`config.mk`:
```
export PLATFORM = sky130hd
export DESIGN_NAME = pal576i_csync_encoder
export DESIGN_NICKNAME = d
export VERILOG_FILES = /design/src/rtl/pal576i_timing_pkg.sv /design/src/rtl/pal576i_halfline_classifier.sv /design/src/rtl/pal576i_csync_encoder.sv
export SDC_FILE = /design/constraint.sdc
export NUM_CORES = 1
export LEC_CHECK = 0
export CORE_ASPECT_RATIO = 1.5
export CORE_MARGIN = 3
export CORE_UTILIZATION = 25
export CTS_BUF_LIST = sky130_fd_sc_hd__clkbuf_8
export CTS_CLUSTER_DIAMETER = 100
export DETAILED_ROUTE_END_ITERATION = 10
export HOLD_SLACK_MARGIN = 0.06
export PLACE_DENSITY_LB_ADDON = 0.25
export SYNTH_ARGS = -nofsm -noshare
export SYNTH_HDL_FRONTEND = slang
export SYNTH_SLANG_ARGS = --single-unit
```
`constraint.sdc`:
```
create_clock -name sysClock -period 5.2 [get_ports sysClock]
set_input_delay 1.04 -clock sysClock [delete_from_list [all_inputs] [get_ports sysClock]]
set_output_delay 1.04 -clock sysClock [all_outputs]
set_load 0.02 [all_outputs]
```
`src/rtl/pal576i_timing_pkg.sv`:
```
// PAL 576i (625-line, 2:1 interlaced) frame timing constants and half-line pulse types.
// Shared by the csync encoder and the csync regenerator's plausibility checks.
package pal576i_timing_pkg;

  localparam int unsigned LINE_W = 10;

  localparam logic [LINE_W-1:0] LINES_PER_FRAME   = 10'd625;
  localparam logic [LINE_W-1:0] FIELD2_START_LINE = 10'd313;

  // Vertical blanking groups that carry broad/equalizing pulses.
  localparam logic [LINE_W-1:0] VBLANK1_FIRST = 10'd1;
  localparam logic [LINE_W-1:0] VBLANK1_LAST  = 10'd5;
  localparam logic [LINE_W-1:0] VBLANK2_FIRST = 10'd311;
  localparam logic [LINE_W-1:0] VBLANK2_LAST  = 10'd318;
  localparam logic [LINE_W-1:0] VBLANK3_FIRST = 10'd623;
  localparam logic [LINE_W-1:0] VBLANK3_LAST  = 10'd625;

  typedef enum logic [1:0] {
    PT_NONE,
    PT_NORMAL,
    PT_EQ,
    PT_BROAD
  } pulse_type_t;

  // True for any line that carries something other than a plain line-sync pulse.
  function automatic logic isVblankLine(input logic [LINE_W-1:0] line);
    return ((line >= VBLANK1_FIRST) && (line <= VBLANK1_LAST)) ||
           ((line >= VBLANK2_FIRST) && (line <= VBLANK2_LAST)) ||
           ((line >= VBLANK3_FIRST) && (line <= VBLANK3_LAST));
  endfunction

endpackage

```
`src/rtl/pal576i_halfline_classifier.sv`:
```
// Combinational lookup of the sync pulse type for one half-line of a 625-line frame.
module pal576i_halfline_classifier
  import pal576i_timing_pkg::*;
(
  input  logic [LINE_W-1:0] line,
  input  logic              secondHalf,
  output pulse_type_t       pulseType
);

  // Active video lines get a line-sync in h0 only; vblank lines are decoded per group.
  always_comb begin
    pulseType = secondHalf ? PT_NONE : PT_NORMAL;
    if (isVblankLine(line)) begin
      if (line <= VBLANK1_LAST) begin
        // Field 1 start: broad, broad, broad/eq, then two eq lines.
        if (line <= 10'd2) begin
          pulseType = PT_BROAD;
        end else if (line == 10'd3) begin
          pulseType = secondHalf ? PT_EQ : PT_BROAD;
        end else begin
          pulseType = PT_EQ;
        end
      end else if (line <= VBLANK2_LAST) begin
        // Field 2 start is offset by half a line, so the groups straddle line midpoints.
        if (line <= 10'd312) begin
          pulseType = PT_EQ;
        end else if (line == FIELD2_START_LINE) begin
          pulseType = secondHalf ? PT_BROAD : PT_EQ;
        end else if (line <= 10'd315) begin
          pulseType = PT_BROAD;
        end else if (line <= 10'd317) begin
          pulseType = PT_EQ;
        end else begin
          pulseType = secondHalf ? PT_NONE : PT_EQ;
        end
      end else begin
        // Pre-equalizing ahead of field 1.
        if (line == VBLANK3_FIRST) begin
          pulseType = secondHalf ? PT_EQ : PT_NORMAL;
        end else begin
          pulseType = PT_EQ;
        end
      end
    end
  end

endmodule

```
`src/rtl/pal576i_csync_encoder.sv`:
```
// Free-running PAL 576i composite sync generator with hsync/vsync/field strobes.
// Counter state (lineQ, hCountQ) is decoded and registered, so outputs lag it by one clock.
module pal576i_csync_encoder
  import pal576i_timing_pkg::*;
#(
  parameter int unsigned CLKS_PER_LINE = 5184,
  parameter int unsigned HSYNC_CLKS    = 381,
  parameter int unsigned EQ_CLKS       = 190,
  parameter int unsigned SERR_CLKS     = 381
) (
  input  logic              sysClock,
  input  logic              nReset,
  input  logic              tickEn,
  input  logic              restart,
  output logic              csync,
  output logic              hsync,
  output logic              vsync,
  output logic              isFieldOdd,
  output logic [LINE_W-1:0] lineNumber
);

  localparam int unsigned HCountW = $clog2(CLKS_PER_LINE);

  localparam logic [HCountW-1:0] HalfLine = HCountW'(CLKS_PER_LINE / 2);
  localparam logic [HCountW-1:0] LastH    = HCountW'(CLKS_PER_LINE - 1);
  localparam logic [HCountW-1:0] NormalW  = HCountW'(HSYNC_CLKS);
  localparam logic [HCountW-1:0] EqW      = HCountW'(EQ_CLKS);
  localparam logic [HCountW-1:0] BroadW   = HCountW'(CLKS_PER_LINE / 2 - SERR_CLKS);

  logic [HCountW-1:0] hCountQ;
  logic [LINE_W-1:0]  lineQ;

  logic               secondHalf;
  logic [HCountW-1:0] halfOffset;
  logic [HCountW-1:0] lowWidth;
  pulse_type_t        pulseType;

  logic csyncD;
  logic hsyncD;
  logic vsyncD;
  logic fieldOddD;
  logic field1Start;
  logic field2Start;

  assign secondHalf = (hCountQ >= HalfLine);
  assign halfOffset = secondHalf ? (hCountQ - HalfLine) : hCountQ;

  pal576i_halfline_classifier uClassifier (
    .line       (lineQ),
    .secondHalf (secondHalf),
    .pulseType  (pulseType)
  );

  // Low width of the pulse that belongs to the current half-line.
  always_comb begin
    lowWidth = '0;
    unique case (pulseType)
      PT_NORMAL: lowWidth = NormalW;
      PT_EQ:     lowWidth = EqW;
      PT_BROAD:  lowWidth = BroadW;
      default:   lowWidth = '0;
    endcase
  end

  assign field1Start = (lineQ == 10'd1) && (hCountQ == '0);
  assign field2Start = (lineQ == FIELD2_START_LINE) && (hCountQ == HalfLine);

  assign csyncD    = (halfOffset >= lowWidth);
  assign hsyncD    = (hCountQ == '0);
  assign vsyncD    = field1Start || field2Start;
  // The field flag only changes on a field boundary and otherwise holds.
  assign fieldOddD = field1Start ? 1'b1 : (field2Start ? 1'b0 : isFieldOdd);

  // Horizontal and line counters; restart and reset both park at (line 1, hCount 0).
  always_ff @(posedge sysClock) begin
    if (!nReset) begin
      hCountQ <= '0;
      lineQ   <= 10'd1;
    end else if (restart) begin
      hCountQ <= '0;
      lineQ   <= 10'd1;
    end else if (tickEn) begin
      if (hCountQ == LastH) begin
        hCountQ <= '0;
        lineQ   <= (lineQ == LINES_PER_FRAME) ? 10'd1 : (lineQ + 10'd1);
      end else begin
        hCountQ <= hCountQ + HCountW'(1);
      end
    end
  end

  // Registered outputs; strobes drop whenever the counters are not advancing.
  always_ff @(posedge sysClock) begin
    if (!nReset) begin
      csync      <= 1'b1;
      hsync      <= 1'b0;
      vsync      <= 1'b0;
      isFieldOdd <= 1'b1;
      lineNumber <= 10'd1;
    end else if (restart) begin
      hsync <= 1'b0;
      vsync <= 1'b0;
    end else if (tickEn) begin
      csync      <= csyncD;
      hsync      <= hsyncD;
      vsync      <= vsyncD;
      isFieldOdd <= fieldOddD;
      lineNumber <= lineQ;
    end else begin
      hsync <= 1'b0;
      vsync <= 1'b0;
    end
  end

endmodule

```
==> Word-level counts from Yosys, hierarchy flattened <==
Index checks and enable logic that the tools add are counted.
W data, S select, Z words.
{ "totals": {"register_bits": 37, "out_inout_bits": 14} }
{ "classes": {"add_sub_neg": 3, "order_cmp": 12, "eq_ne": 10, "n_mux": 21, "n_bitwise": 3, "reduce_logical": 15} }
{ "ops": {"columns": ["op", "n"], "rows": [
  ["$le A10 B9 Y1 const B", 4],
  ["$pmux W12 S3", 1],
  ["$mux W13", 2],
  ["$mux W2", 12],
  ["$eq A10 B10 Y1 const B", 2],
  ["$add A13 B1 Y13 const B", 1],
  ["$eq A13 B12 Y1 const B", 1],
  ["$eq A13 B13 Y1 const B", 1],
  ["$ge A13 B12 Y1 const B", 1],
  ["$ge A13 B13 Y1", 1],
  ["$logic_not A13 Y1", 1],
  ["$sub A13 B12 Y13 const B", 1],
  ["$add A10 B1 Y10 const B", 1],
  ["$eq A10 B1 Y1 const B", 1],
  ["$eq A10 B2 Y1 const B", 1],
  ["$eq A10 B9 Y1 const B", 1],
  ["$ge A10 B1 Y1 const B", 1],
  ["$ge A10 B10 Y1 const B", 1],
  ["$ge A10 B9 Y1 const B", 1],
  ["$le A10 B10 Y1 const B", 1],
  ["$le A10 B2 Y1 const B", 1],
  ["$le A10 B3 Y1 const B", 1],
  ["$mux W10", 1],
  ["$logic_and A1 B1 Y1", 5],
  ["10 further kinds", 20]
]} }

==> Depth between registers and ports, before layout <==
{ "logic_depth": {"word_depth": 12, "ltp_mapped": 18} }

==> Hierarchy <==
Synthesis repeated with hierarchy kept, for this count alone.
{ "hier_totals": {"cells_unflattened": 308, "hier_area_um2": 2497.4} }
{ "by_module_without_submodules": {"columns": ["module", "n_inst", "cells_per_inst", "area_each_um2"], "rows": [
  ["pal576i_csync_encoder", 1, 272, 2267.2],
  ["pal576i_halfline_classifier", 1, 36, 230.2]
]} }

==> Worst setup path after synthesis <==
OpenSTA, ideal clock, no wires.
{ "synth_timing": {"path_type": "register to register", "startpoint": "register hCountQ[5]", "endpoint": "register csync", "t_arrival_ns": 3.564, "t_required_ns": 5.069, "slack_ns": 1.505, "stages_incl_launch_ff": 17, "path_buffers": 1, "period_less_slack_ns": 3.695, "cell_sequence": "dfxtp_1 -> clkbuf_1 -> inv_1 -> ha_1 -> nor3b_1 -> o21ai_0 -> nor3_1 -> o311ai_0 -> ha_1 -> inv_1 -> ha_1 -> and4_1 -> and3_1 -> a2111oi_0 -> o2111ai_1 -> nand3_1 -> nand4_1"} }
{ "synth_between": {"elab_chain_cells": 12, "elab_cells_between_ends": 23} }
{ "synth_lines": {"columns": ["element", "line_no", "source"], "rows": [
  ["start: declaration", "pal576i_csync_encoder.sv:30", "logic [HCountW-1:0] hCountQ;"],
  ["start signal: assignment", "pal576i_csync_encoder.sv:87", "hCountQ <= hCountQ + HCountW'(1);"],
  ["$ge A13 B12 Y1", "pal576i_csync_encoder.sv:45", "assign secondHalf = (hCountQ >= HalfLine);"],
  ["$mux W2", "pal576i_halfline_classifier.sv:34", "pulseType = secondHalf ? PT_NONE : PT_EQ;"],
  ["$mux W2", "pal576i_halfline_classifier.sv:31", "end else if (line <= 10'd317) begin"],
  ["$mux W2", "pal576i_halfline_classifier.sv:29", "end else if (line <= 10'd315) begin"],
  ["$mux W2", "pal576i_halfline_classifier.sv:27", "end else if (line == FIELD2_START_LINE) begin"],
  ["$mux W2", "pal576i_halfline_classifier.sv:25", "if (line <= 10'd312) begin"],
  ["$mux W2", "pal576i_halfline_classifier.sv:23", "end else if (line <= VBLANK2_LAST) begin"],
  ["$mux W2", "pal576i_halfline_classifier.sv:14", "if (line <= VBLANK1_LAST) begin"],
  ["$mux W2", "pal576i_halfline_classifier.sv:13", "if (isVblankLine(line)) begin"],
  ["$eq A2 B2 Y1 / $eq A2 B1 Y1 (equally long branches)", "pal576i_csync_encoder.sv:57", "unique case (pulseType)"],
  ["$pmux W12 S3", "pal576i_csync_encoder.sv:57", null],
  ["$ge A13 B13 Y1 *", "pal576i_csync_encoder.sv:68", "assign csyncD = (halfOffset >= lowWidth);"],
  ["end signal: assignment", "pal576i_csync_encoder.sv:104", "csync <= csyncD;"],
  ["end: declaration", "pal576i_csync_encoder.sv:15", "output logic csync,"]
]} }
Every way passes the cells marked *; elsewhere a longest branch is shown, timed or not.
A chain may end at the register's enable or synchronous reset.

==> Worst setup path after layout <==
{ "layout_timing": {"startpoint": "register hCountQ[6]", "endpoint": "register csync"} }
The elaborated chain is that of the path after synthesis.

==> summary.txt <==
Area taken by flip-flops and latches: 741 um^2
Clk slew on worst S/H paths: 0.08 ns
Ys flop type: dfxtp_1
Multi-input logic area: 0.00159 mm^2
Area grow syn2layout: 14.7%
CTS tree: built
Max-cap viol count: 0
Fraction of layout instances using a drive strength above 1: 4.62%
Post-placement cell area: 0.00269 mm^2
Post-synth net total: 346
Fmax achieved: 233 MHz
Ys Warns: 0
Leak: 1.03 nW
Mapped Avg Cell Area: 7.70 um^2
Die width: 87.1 um
Worst EP required: 5.37 ns
Largest net degree at the start of global routing: 14
Total gr overflow: 0
Dpl hpwl: 4.77 mm
Sequential fraction of the synthesis area: 30.1%
H-tree depth: 2
Global-route wire length before repair: 10.3 mm
CP endpoint kind: flip-flop
Pwr/cell area: 218 mW/mm^2
Final clock skew: 0.00328 ns
R2r endpoint: csync
Die Height: 128 um
Initial antenna violation count: 0
Setup violators final: 0
# diodes: 0
Setup TNS: 0 ns
RSZ-0062 raised after global routing: false
Clk Latency, worst-skew pair: 0.29 ns
I/O Pins: 18
Final Hold Viols: 0
Status: completed
Worst path most repeated cell: ha_1
Core area: 0.00942 mm^2
Crit start category: flip-flop
Cts repair resizes: 0
Port Buffers: 17
CTS sink cnt: 37
DRT Pass-1 Iters: 4
Wire per inst: 14.0 um
Hold EP: lineNumber[8]
Hold Crit Class: reg2reg
Fillers: 1014
Final non-filler cell area: 0.00283 mm^2
Total GRT Usage: 11.5%
Post-synth EDFFs: 0
Slowest-stage cell, CP: nor3_1
Vias per inst: 4.92
Root buffer cell: clkbuf_8
Synth unique cells: 52
Largest stage delay, worst path: 0.69 ns
DRT antenna net count: 0
CP cell instances: inv_1 > ha_1 > nor3b_1 > o21ai_0 > nor3_1 > nand2_1 > nand2_1 > a32oi_1 > ha_1 > nor2_1 > ha_1 > and4_1 > and3_1 > a2111oi_0 > o2111ai_1 > nand3_1 > nand4_1
Final min period: 4.29 ns
Starting Density: 26.2%
Hold_sp: lineNumber[8]
Placer congestion estimate: 0.877
R2r setup slk: 0.91 ns
Total Power: 616 uW
Worst Reg-to-Reg Cells: 17
FF+latch count, synth: 37
Num CTS Buffers: 5
Number of nets in the layout: 350
Max Buffers Root-to-Sink: 2
Worst vdd ir: 0.000119 V
Buffers inserted by post-CTS timing repair: 0
Cell row count: 43
Vias in the first global route: 2103
Data arrival time of the worst path: 4.46 ns
Hold path depth: 2
Vias: 2151
RR Startpoint: hCountQ[6]
Worst slew margin: 45.5%
Die Footprint: 0.0111 mm^2
Setup Crit Path Kind: reg2reg
Crit share post-route: 82.5%
Final wirelength: 6.11 mm
CTS Hold Bufs: 0
Max Slew Vio Count: 0
Measured slew at the worst slew-check pin: 0.812 ns
Critical-path maximum fanout: 9
Gate Count Post-Synth: 320
Mapped Area: 0.00246 mm^2
Drt drc: 0
First DRT Iteration DRCs: 68
Synth async-reset ratio: 0%
[logic make-up after synthesis]
group	share of synthesized area, %
AO/OA/AOI/OAI	12.6
XOR/XNOR	8.53
adder cells (fa/ha/maj)	11.2
buffers and inverters	5.48
flip-flops	30.1
multiplexers	0.863
AND/OR/NAND/NOR	31.2
[registers in the layout, indices dropped and copies added (netlist names)]
signal,flops
hCountQ,13
isFieldOdd,1
lineQ,10
hsync,1
vsync,1
csync,1
lineNumber,10
[per-layer routing]
metal / track usage, % / part of all wire [%]
met5: 0 / 0
met4: 4.04 / 2.3
met3: 2.39 / 2.9
met2: 20.9 / 52
met1: 13.0 / 43
[cells in the mapped netlist, types with 2 or more instances]
cell / count / area share [%]
nor2_1: 43 / 6.6
nand2_1: 40 / 6.1
dfxtp_1: 37 / 30
ha_1: 22 / 11
a21oi_1: 16 / 3.3
clkbuf_1: 15 / 2.3
nand3_1: 15 / 3.0
xnor2_1: 14 / 5.0
inv_1: 13 / 2.0
xor2_1: 10 / 3.6
nand4_1: 9 / 2.3
nor3_1: 9 / 1.8
o21ai_0: 9 / 1.8
and2_1: 5 / 1.3
nor4_1: 5 / 1.3
o211ai_1: 5 / 1.5
and3_1: 4 / 1.0
nand2b_1: 4 / 1.0
and4_1: 3 / 1.1
buf_2: 3 / 0.61
nor2b_1: 3 / 0.76
nor3b_1: 3 / 0.91
or3_1: 3 / 0.76
o311ai_0: 2 / 0.71
[per-stage QoR]
| step | hold slack [ns] | util [%] | setup slack, ns | instances |
|---|---|---|---|---|
| finish | 0.454 | 30.0 | 0.910 | 437 |
| global route | 0.478 | 30.0 | 0.539 | 437 |
| CTS | 0.458 | 30.0 | 0.932 | 437 |
| detailed placement | 0.446 | 28.5 | 0.965 | 429 |
| global placement | 0.442 | 28.5 | 1.09 | 429 |
| floorplan | 0.485 | - | 1.50 | 320 |
[placed cells by master (no fill, tap or decap), types with 4 or more instances in the layout]
master           netlist  final
a21oi_1               16     16
and2_1                 5      5
and3_1                 4      4
clkbuf_8               0      5
clkdlybuf4s50_1        0     17
dfxtp_1               37     37
ha_1                  22     22
inv_1                 13     13
nand2_1               40     40
nand2b_1               4      4
nand3_1               15     15
nand4_1                9      9
nor2_1                43     43
nor3_1                 9      9
nor4_1                 5      5
o211ai_1               5      5
o21ai_0                9      9
xnor2_1               14     14
xor2_1                10     10
[critical path, delay by kind of cell, from the launching register on]
kind | cells | cell delay, ns
buf+inv | 1 | 0.11
simple gates | 9 | 2.02
compound gates | 4 | 0.93
flops | 1 | 0.39
fa+ha+maj | 3 | 0.68
[layout make-up]
type                       count  area share [%]
multi-input combinational    250            56.2
sequential                    37            26.2
timing repair buffer          17            6.02
tap                          112            4.96
clock buffer                   5            2.44
clock inverter                 3            2.44
inverter                      13            1.73
[worst max path at each step]
stage          startpoint  cells past startpoint    end  slack, ns
2_1_floorplan  hCountQ[5]                     16  csync       1.50
3_3_place_gp   hCountQ[6]                     15  csync       1.09
3_5_place_dp   hCountQ[5]                     17  csync       0.97
4_1_cts        hCountQ[6]                     17  csync       0.93
5_1_grt        hCountQ[6]                     17  csync       0.54
6_report       hCountQ[6]                     17  csync       0.91
[power by group]
group	switching (mW)	total (mW)	internal, mW
combinational	0.0158	0.0250	0.00913
clock	0.112	0.305	0.193
sequential	0.00140	0.287	0.285
total	0.129	0.616	0.487
No activity file was read; power rests on OpenSTA's default activity.
